`src/rtl/demux1_16.sv`:
```
// ---------------------------------------------------------------------------
// demux1_16 -- sixteen-lane write-back distributor.
//
// Takes one 16-bit ALU result per cycle together with a 4-bit destination
// lane and parks it in that lane's holding register. The word stays there
// until the lane's consumer acknowledges it. A registered occupancy count
// is provided for upstream stall logic.
//
// Optional feature macro: DEMUX1_16_BCAST_EN
//   When defined, adds the in_bcast input. A broadcast loads in_data into
//   all sixteen lanes at once.
//
// Ports
//   clk        in   1    rising-edge clock
//   rst_n      in   1    asynchronous active-low reset
//   en         in   1    accept enable (acks are still honoured when low)
//   in_data    in   16   result word to deliver
//   in_sel     in   4    destination lane 0..15
//   in_valid   in   1    in_data/in_sel valid this cycle
//   in_ready   out  1    combinational: the target lane(s) can take data now
//   in_bcast   in   1    broadcast request (only with DEMUX1_16_BCAST_EN)
//   out_data   out  256  lane i word at out_data[16*i +: 16], registered
//   out_valid  out  16   lane i holds undelivered data, registered
//   out_ack    in   16   consumer of lane i takes its word this cycle
//   occ_cnt    out  5    registered popcount of out_valid, 0..16
//
// Handshake: a transfer happens on a rising edge where valid and ready are
// both high. Upstream, the source holds in_data/in_sel/in_bcast stable while
// in_valid=1 and in_ready=0. in_ready never depends on in_valid. Downstream,
// lane i is consumed on a rising edge where out_valid[i] and out_ack[i] are
// both high; an ack on an empty lane has no effect.
// ---------------------------------------------------------------------------
module demux1_16 (
  input  logic         clk,
  input  logic         rst_n,
  input  logic         en,
  input  logic [15:0]  in_data,
  input  logic [3:0]   in_sel,
  input  logic         in_valid,
  output logic         in_ready,
`ifdef DEMUX1_16_BCAST_EN
  input  logic         in_bcast,
`endif
  output logic [255:0] out_data,
  output logic [15:0]  out_valid,
  input  logic [15:0]  out_ack,
  output logic [4:0]   occ_cnt
);

  logic        is_bcast;
  logic [15:0] lane_free;   // lane is empty, or it is being drained this cycle
  logic        accept;
  logic [15:0] load_mask;   // lanes written on this edge
  logic [15:0] next_valid;
  logic [4:0]  next_cnt;

  always_comb begin
`ifdef DEMUX1_16_BCAST_EN
    is_bcast = in_bcast;
`else
    is_bcast = 1'b0;
`endif

    lane_free = ~out_valid | out_ack;

    // A broadcast must wait until every lane can take the word.
    if (is_bcast) begin
      in_ready = en & (&lane_free);
    end else begin
      in_ready = en & lane_free[in_sel];
    end

    accept = in_valid & in_ready;

    if (!accept) begin
      load_mask = 16'h0000;
    end else if (is_bcast) begin
      load_mask = 16'hFFFF;
    end else begin
      load_mask = 16'h0001 << in_sel;
    end

    // A load overrides a same-cycle ack, so back-to-back words leave no bubble.
    next_valid = load_mask | (out_valid & ~out_ack);

    // occ_cnt is registered alongside out_valid so the two always agree.
    next_cnt = 5'd0;
    for (int i = 0; i < 16; i++) begin
      next_cnt = next_cnt + {4'd0, next_valid[i]};
    end
  end

  always_ff @(posedge clk or negedge rst_n) begin
    if (!rst_n) begin
      out_data  <= '0;
      out_valid <= '0;
      occ_cnt   <= '0;
    end else begin
      // Acked lanes keep their last word on out_data; only valid drops.
      for (int i = 0; i < 16; i++) begin
        if (load_mask[i]) begin
          out_data[16*i +: 16] <= in_data;
        end
      end
      out_valid <= next_valid;
      occ_cnt   <= next_cnt;
    end
  end

endmodule

```
`config.mk`:
```
export PLATFORM = sky130hd
export DESIGN_NAME = demux1_16
export DESIGN_NICKNAME = d
export VERILOG_FILES = /design/src/rtl/demux1_16.sv
export SDC_FILE = /design/constraint.sdc
export NUM_CORES = 1
export LEC_CHECK = 0
export BUFFER_PORTS_ARGS = -buffer_cell sky130_fd_sc_hd__buf_2
export CORE_MARGIN = 2
export CORE_UTILIZATION = 40
export CTS_CLUSTER_SIZE = 14
export DETAILED_ROUTE_END_ITERATION = 8
export GPL_ROUTABILITY_DRIVEN = 0
export PLACE_DENSITY = 0.71
export SYNTH_ARGS = -nofsm -noshare
export SYNTH_HDL_FRONTEND = slang
export SYNTH_SLANG_ARGS = --single-unit
```
`constraint.sdc`:
```
create_clock -name clk -period 4.9 [get_ports clk]
set_input_delay 0.98 -clock clk [delete_from_list [all_inputs] [get_ports clk]]
set_output_delay 0.98 -clock clk [all_outputs]
set_load 0.02 [all_outputs]
```
* Word-level counts from Yosys, hierarchy flattened *
Cells that the tools add are included.

storage, ports and cells
  register bits after elaboration = 277
  bits of input ports = 40
  output and inout port bits = 278
  word-level logic and storage cells = 45

cells by class
  add/subtract/negate cells = 15
  magnitude comparators = 1
  shift operators = 1
  muxes and demuxes = 3
  bitwise gates (word level) = 7

operators with widths
  kind                                                                           number
  5-bit by 1-bit adder with 5-bit output                                         11
  16-bit inverter                                                                2
  16-bit OR                                                                      2
  16-bit AND                                                                     1
  16-bit 2-to-1 mux                                                              1
  1-bit by 4-bit << shifter with 16-bit output (first input constant)            1
  4-bit by 1-bit adder with 5-bit output                                         1
  4-bit by 5-bit less-than comparator with 1-bit output (second input constant)  1
  3-bit by 1-bit adder with 4-bit output                                         1
  1-bit binary-select mux with 4-bit select                                      1
  2-bit by 1-bit adder with 3-bit output                                         1
  1-bit by 1-bit adder with 2-bit output                                         1
  1-bit AND                                                                      2
  1-bit 2-to-1 mux                                                               1

* Depth between registers and ports, before layout *
  word-level depth = 23
  depth in mapped cells = 21
  mapped depth without buffers = 17

* Worst setup path after synthesis *
Ideal clock, no wire load.

  path kind = input port to flip-flop
  from = input in_sel[1]
  to = register occ_cnt[4]
  library setup time = 64 ps
  data arrival time = 5377 ps
  required time = 4836 ps
  setup slack = -541 ps
  cell stages on the path = 18
  path buffers = 2
  cells stage by stage = buf_6 or3b_1 a21boi_2 o22ai_4 o21ai_2 buf_6 o21ai_0 fa_1 inv_1 fa_1 fa_1 fa_1 inv_1 ha_1 inv_1 fa_1 nor2b_1 o21a_1

between the ends
  word-level cells in the longest chain between the ends = 21
  elaborated cells on any way between the ends = 22

ends and longest elaborated chain
  element                                                  RTL line  text
  start: declaration                                       38        input logic [3:0] in_sel,
  1-bit binary-select mux with 4-bit select                70        in_ready = en & lane_free[in_sel];
  1-bit 2-to-1 mux (not written as such)                   70
  1-bit AND                                                70
  1-bit AND                                                73        accept = in_valid & in_ready;
  16-bit 2-to-1 mux *                                      75        if (!accept) begin
  16-bit OR *                                              84        next_valid = load_mask | (out_valid & ~out_ack);
  net next_valid[0]                                        54        logic [15:0] next_valid;
  1-bit by 1-bit adder with 2-bit output *                 89        next_cnt = next_cnt + {4'd0, next_valid[i]};
  2-bit by 1-bit adder with 3-bit output *                 89
  3-bit by 1-bit adder with 4-bit output *                 89
  4-bit by 1-bit adder with 5-bit output *                 89
  5-bit by 1-bit adder with 5-bit output * (11 in series)  89
  net next_cnt[4]                                          55        logic [4:0] next_cnt;
  end signal: assignment                                   106       occ_cnt <= next_cnt;
  end: declaration                                         47        output logic [4:0] occ_cnt

Mark *: on every way through the listed nets, which the timed path passes. The rest lies on a longest branch. The select of a mux whose other input is x is not followed.
A chain may end at the register's enable or synchronous reset.

* Final worst setup path *
  from = input in_sel[1]
  to = register occ_cnt[1]

between the ends
  elaborated cells on any way between the ends = 22

RTL lines
  element                                                  RTL line
  1-bit binary-select mux with 4-bit select                70
  1-bit 2-to-1 mux (not written as such)                   70
  1-bit AND                                                70
  1-bit AND                                                73
  16-bit 2-to-1 mux *                                      75
  16-bit OR *                                              84
  net next_valid[5]                                        54
  5-bit by 1-bit adder with 5-bit output * (11 in series)  89
  net next_cnt[1]                                          55

Marks and branches as above.

==> results.tsv <==
stage	metric	value	unit
timing	worst hold slack	0.481	ns
timing	Worst Tran Pin Value	0.979	ns
power_and_ir_drop	switching share of power	28.8	%
power_and_ir_drop	Worst VDD drop	0.316	mV
clock_network	Clk pin slew, worst setup/hold paths	0.06	ns
floorplanning	Top Ports	318	
layout	area grow syn2layout	29.5	%
timing	Max Clock Freq	0.208	GHz
logic_synthesis	number of flops mapped to enable cells by yosys	0	
setup_path	worst path required time	5.34	ns
power_and_ir_drop	leakage	8.07	nW
clock_network	clk_lat worst skew	0.55	ns
setup_path	CP Data Arrival Time	5.25	ns
drt	Starting DRT DRC Count	325	
timing	fin crit share	98.1	%
drt	via count	7351	
floorplanning	full die area	30100	um2
logic_synthesis	Post-synth ARST share	100	%
logic_synthesis	average size of a mapped cell	16.1	um2
logic_synthesis	most frequent cell after synthesis	dfrtp_1	
layout	final core occ	52.2	%
timing	Final Critical Period	4.81	ns
status	status	finished, final reports clean	
drt	routed len/inst	21.6	um
setup_path	Setup Crit Path Kind	input pin to register	
logic_synthesis	Seq cells post-synth	277	
floorplanning	Initial Util	40.3	%
clock_network	clk sinks	277	
grt	GRT overflow	0	
power_and_ir_drop	Net Switching	0.00182	W
layout	Final Net Count	1139	
clock_network	cts bufs inserted	30	
timing	clk_skew	0.0187	ns
grt	total track usage	21.0	%
clock_network	Hold-fix buffers, CTS	0	
timing	setup violators final	0	
layout	Fillers	2500	
power_and_ir_drop	Logic pwr share	20.2	%
min_path	Worst Hold Class	register to register	
placement	pre-CTS setup slack	-0.581	ns
floorplanning	die span in y	174	um
drt	met2 routed WL	15100	um
timing	final hold vios	0	
power_and_ir_drop	Reg power frac	43.7	%
setup_path	Max Fanout on Critical Path	9	
setup_path	crit start category	input pin	
logic_synthesis	synth warn	0	
drt	Via density	4.91	
drt	WL met3	3060	um
floorplanning	die width	174	um
logic_synthesis	register area share after synthesis	60.3	%
clock_network	CTS tree	done	
drt	routed wire length	32300	um
layout	fraction of layout cells with a size suffix above 1	63.1	%
timing	setup slack after layout	0.0937	ns
grt	initial antenna violation count	6	
floorplanning	core area	28500	um2
logic_synthesis	Gate Count Post-Synth	714	
logic_synthesis	net count after synthesis	769	
logic_synthesis	Synth area leader	dfrtp_1	
logic_synthesis	post-synth cell types	48	
drt	top sig layer	met4	
drt	post-route ant nets	0	
power_and_ir_drop	pwr/cell area	424	nW/um2
clock_network	maximum clock path buffer count	3	
grt	vias in the first global route	7722	
layout	Multi-input gate area	4250	um2
logic_synthesis	area share of the largest cell type after synthesis	60.3	%
placement	number of port buffers	317	
placement	hpwl dp	22500	um
clock_network	H-tree depth	1	
layout	FF/Latch Area	6930	um2
logic_synthesis	commonest cells in the netlist	dfrtp_1, mux2_2, mux2_4	
drt	DRC	0	
logic_synthesis	top_reg_cell synth	dfrtp_1	
drt	metal1 wirelength	13600	um
floorplanning	Core Rows	62	
timing	Slew headroom	34.7	%
setup_path	Critical Path End Type	register	
flow_run	Max-Cap Viols	0	
clock_network	Root Buffer	clkbuf_16	
logic_synthesis	dominant cells by area after synthesis	dfrtp_1, mux2_2, mux2_4	
power_and_ir_drop	clock share of power	36.2	%
timing	Final Max Slew Viols	0	
grt	global-route wire length before repair	48500	um
drt	Detailed Routing Iterations Pass 1	4	
logic_synthesis	Syn Std Cell Area	11500	um2
power_and_ir_drop	internal power	0.00449	W
grt	largest net degree at the start of global routing	124	
==> logic make-up after synthesis <==
group           Yosys count  share of synthesized area, %
compound gates           45                          2.83
xor+xnor                  2                         0.152
fa+ha+maj                15                          2.28
buf+inv                  73                          3.96
flops                   277                          60.3
mux                     256                          27.0
simple gates             46                          3.54
==> what timing repair did <==
item,4_1_cts,5_1_grt
setup buffers,0,4
resized for setup,0,24
setup endpoints to repair,0,4
==> routing by layer <==
layer	vias up	track usage, %
li1	3261	-
met1	3769	27.3
met2	284	34.4
met3	37	7.13
met4	0	4.73
met5	-	0
==> power by group through the flow <==
| stage | logic (W) | clock network, W | registers (W) |
|---|---|---|---|
| 2_1_floorplan | 0.000362 | 0 | 0.00318 |
| 6_report | 0.00127 | 0.00228 | 0.00276 |
| 5_1_grt | 0.00135 | 0.00244 | 0.00280 |
| 3_3_place_gp | 0.00126 | 0 | 0.00277 |
| 3_5_place_dp | 0.00127 | 0 | 0.00279 |
| 4_1_cts | 0.00128 | 0.00234 | 0.00276 |
==> worst paths after layout <==
path	startpoint	endpoint	slack [ns]	cells after the start
worst max register to register	out_valid[8]$_DFF_PN0_	occ_cnt[1]$_DFF_PN0_	0.32	16
worst min register to register	out_data[173]$_DFFE_PN0P_	out_data[173]$_DFFE_PN0P_	0.48	1
max in group asynchronous	rst_n	out_data[112]$_DFFE_PN0P_	3.34	2
worst max-delay path	in_sel[1]	occ_cnt[1]$_DFF_PN0_	0.09	18
worst min-delay path	out_data[173]$_DFFE_PN0P_	out_data[173]$_DFFE_PN0P_	0.48	1
min in group asynchronous	rst_n	out_data[254]$_DFFE_PN0P_	0.50	1
==> critical path, cell delays in order <==
cell	delay, ns
buf_2	0.13
buf_6	0.14
buf_4	0.16
nor4b_1	0.37
a311o_1	0.25
nor4_2	0.07
o21a_1	0.11
a21o_1	0.19
fa_1	0.56
inv_1	0.05
fa_1	0.46
fa_1	0.54
fa_1	0.43
inv_2	0.08
ha_4	0.13
inv_2	0.04
fa_2	0.51
inv_1	0.04
==> layout make-up <==
type / instances / share of cell area (%)
diodes: 5 / 0.0840
clock buffers: 44 / 5.80
clock inverters: 11 / 0.932
inverters: 29 / 0.731
multi-input cells: 364 / 28.5
flip-flops and latches: 277 / 46.5
well taps: 384 / 3.23
repair buffers: 382 / 14.2
==> sequential cells by signal, summed over array words and instances, names as in the netlist <==
register,flops
out_data,256
out_valid,16
occ_cnt,5
==> layout by cell type, fill, tap and decap left out, types with 3 or more instances in the layout <==
cell type | synthesis | final
buf_2 | 0 | 315
dfrtp_1 | 277 | 277
mux2_2 | 174 | 174
buf_4 | 5 | 63
mux2_4 | 59 | 59
clkbuf_16 | 0 | 31
inv_1 | 28 | 26
mux2_1 | 23 | 23
o21a_1 | 9 | 9
fa_1 | 10 | 9
clkbuf_1 | 17 | 9
a21o_1 | 8 | 8
nand2_1 | 6 | 6
diode_2 | 0 | 5
nor2b_1 | 5 | 5
o21ai_0 | 8 | 5
a21oi_1 | 8 | 5
o21ai_2 | 4 | 5
clkinv_2 | 0 | 5
nand3b_1 | 4 | 4
ha_1 | 5 | 4
clkbuf_8 | 0 | 4
inv_2 | 1 | 3
nor4_1 | 8 | 3
nor4_4 | 1 | 3
nor4_2 | 0 | 3
bufinv_16 | 0 | 3
==> through the flow <==
| stage | total power [W] | TNS, ns | instance area, um2 | std cells |
|---|---|---|---|---|
| CTS | 0.00638 | 0 | 14800 | 1487 |
| global placement | 0.00403 | -1.58 | 13800 | 1432 |
| finish | 0.00631 | 0 | 14900 | 1496 |
| detailed placement | 0.00407 | -2.27 | 13800 | 1432 |
| floorplan | 0.00354 | -1.70 | 11500 | 714 |
| global route | 0.00659 | -0.114 | 14900 | 1492 |
Note: power is estimated with default switching activity, not from simulation.
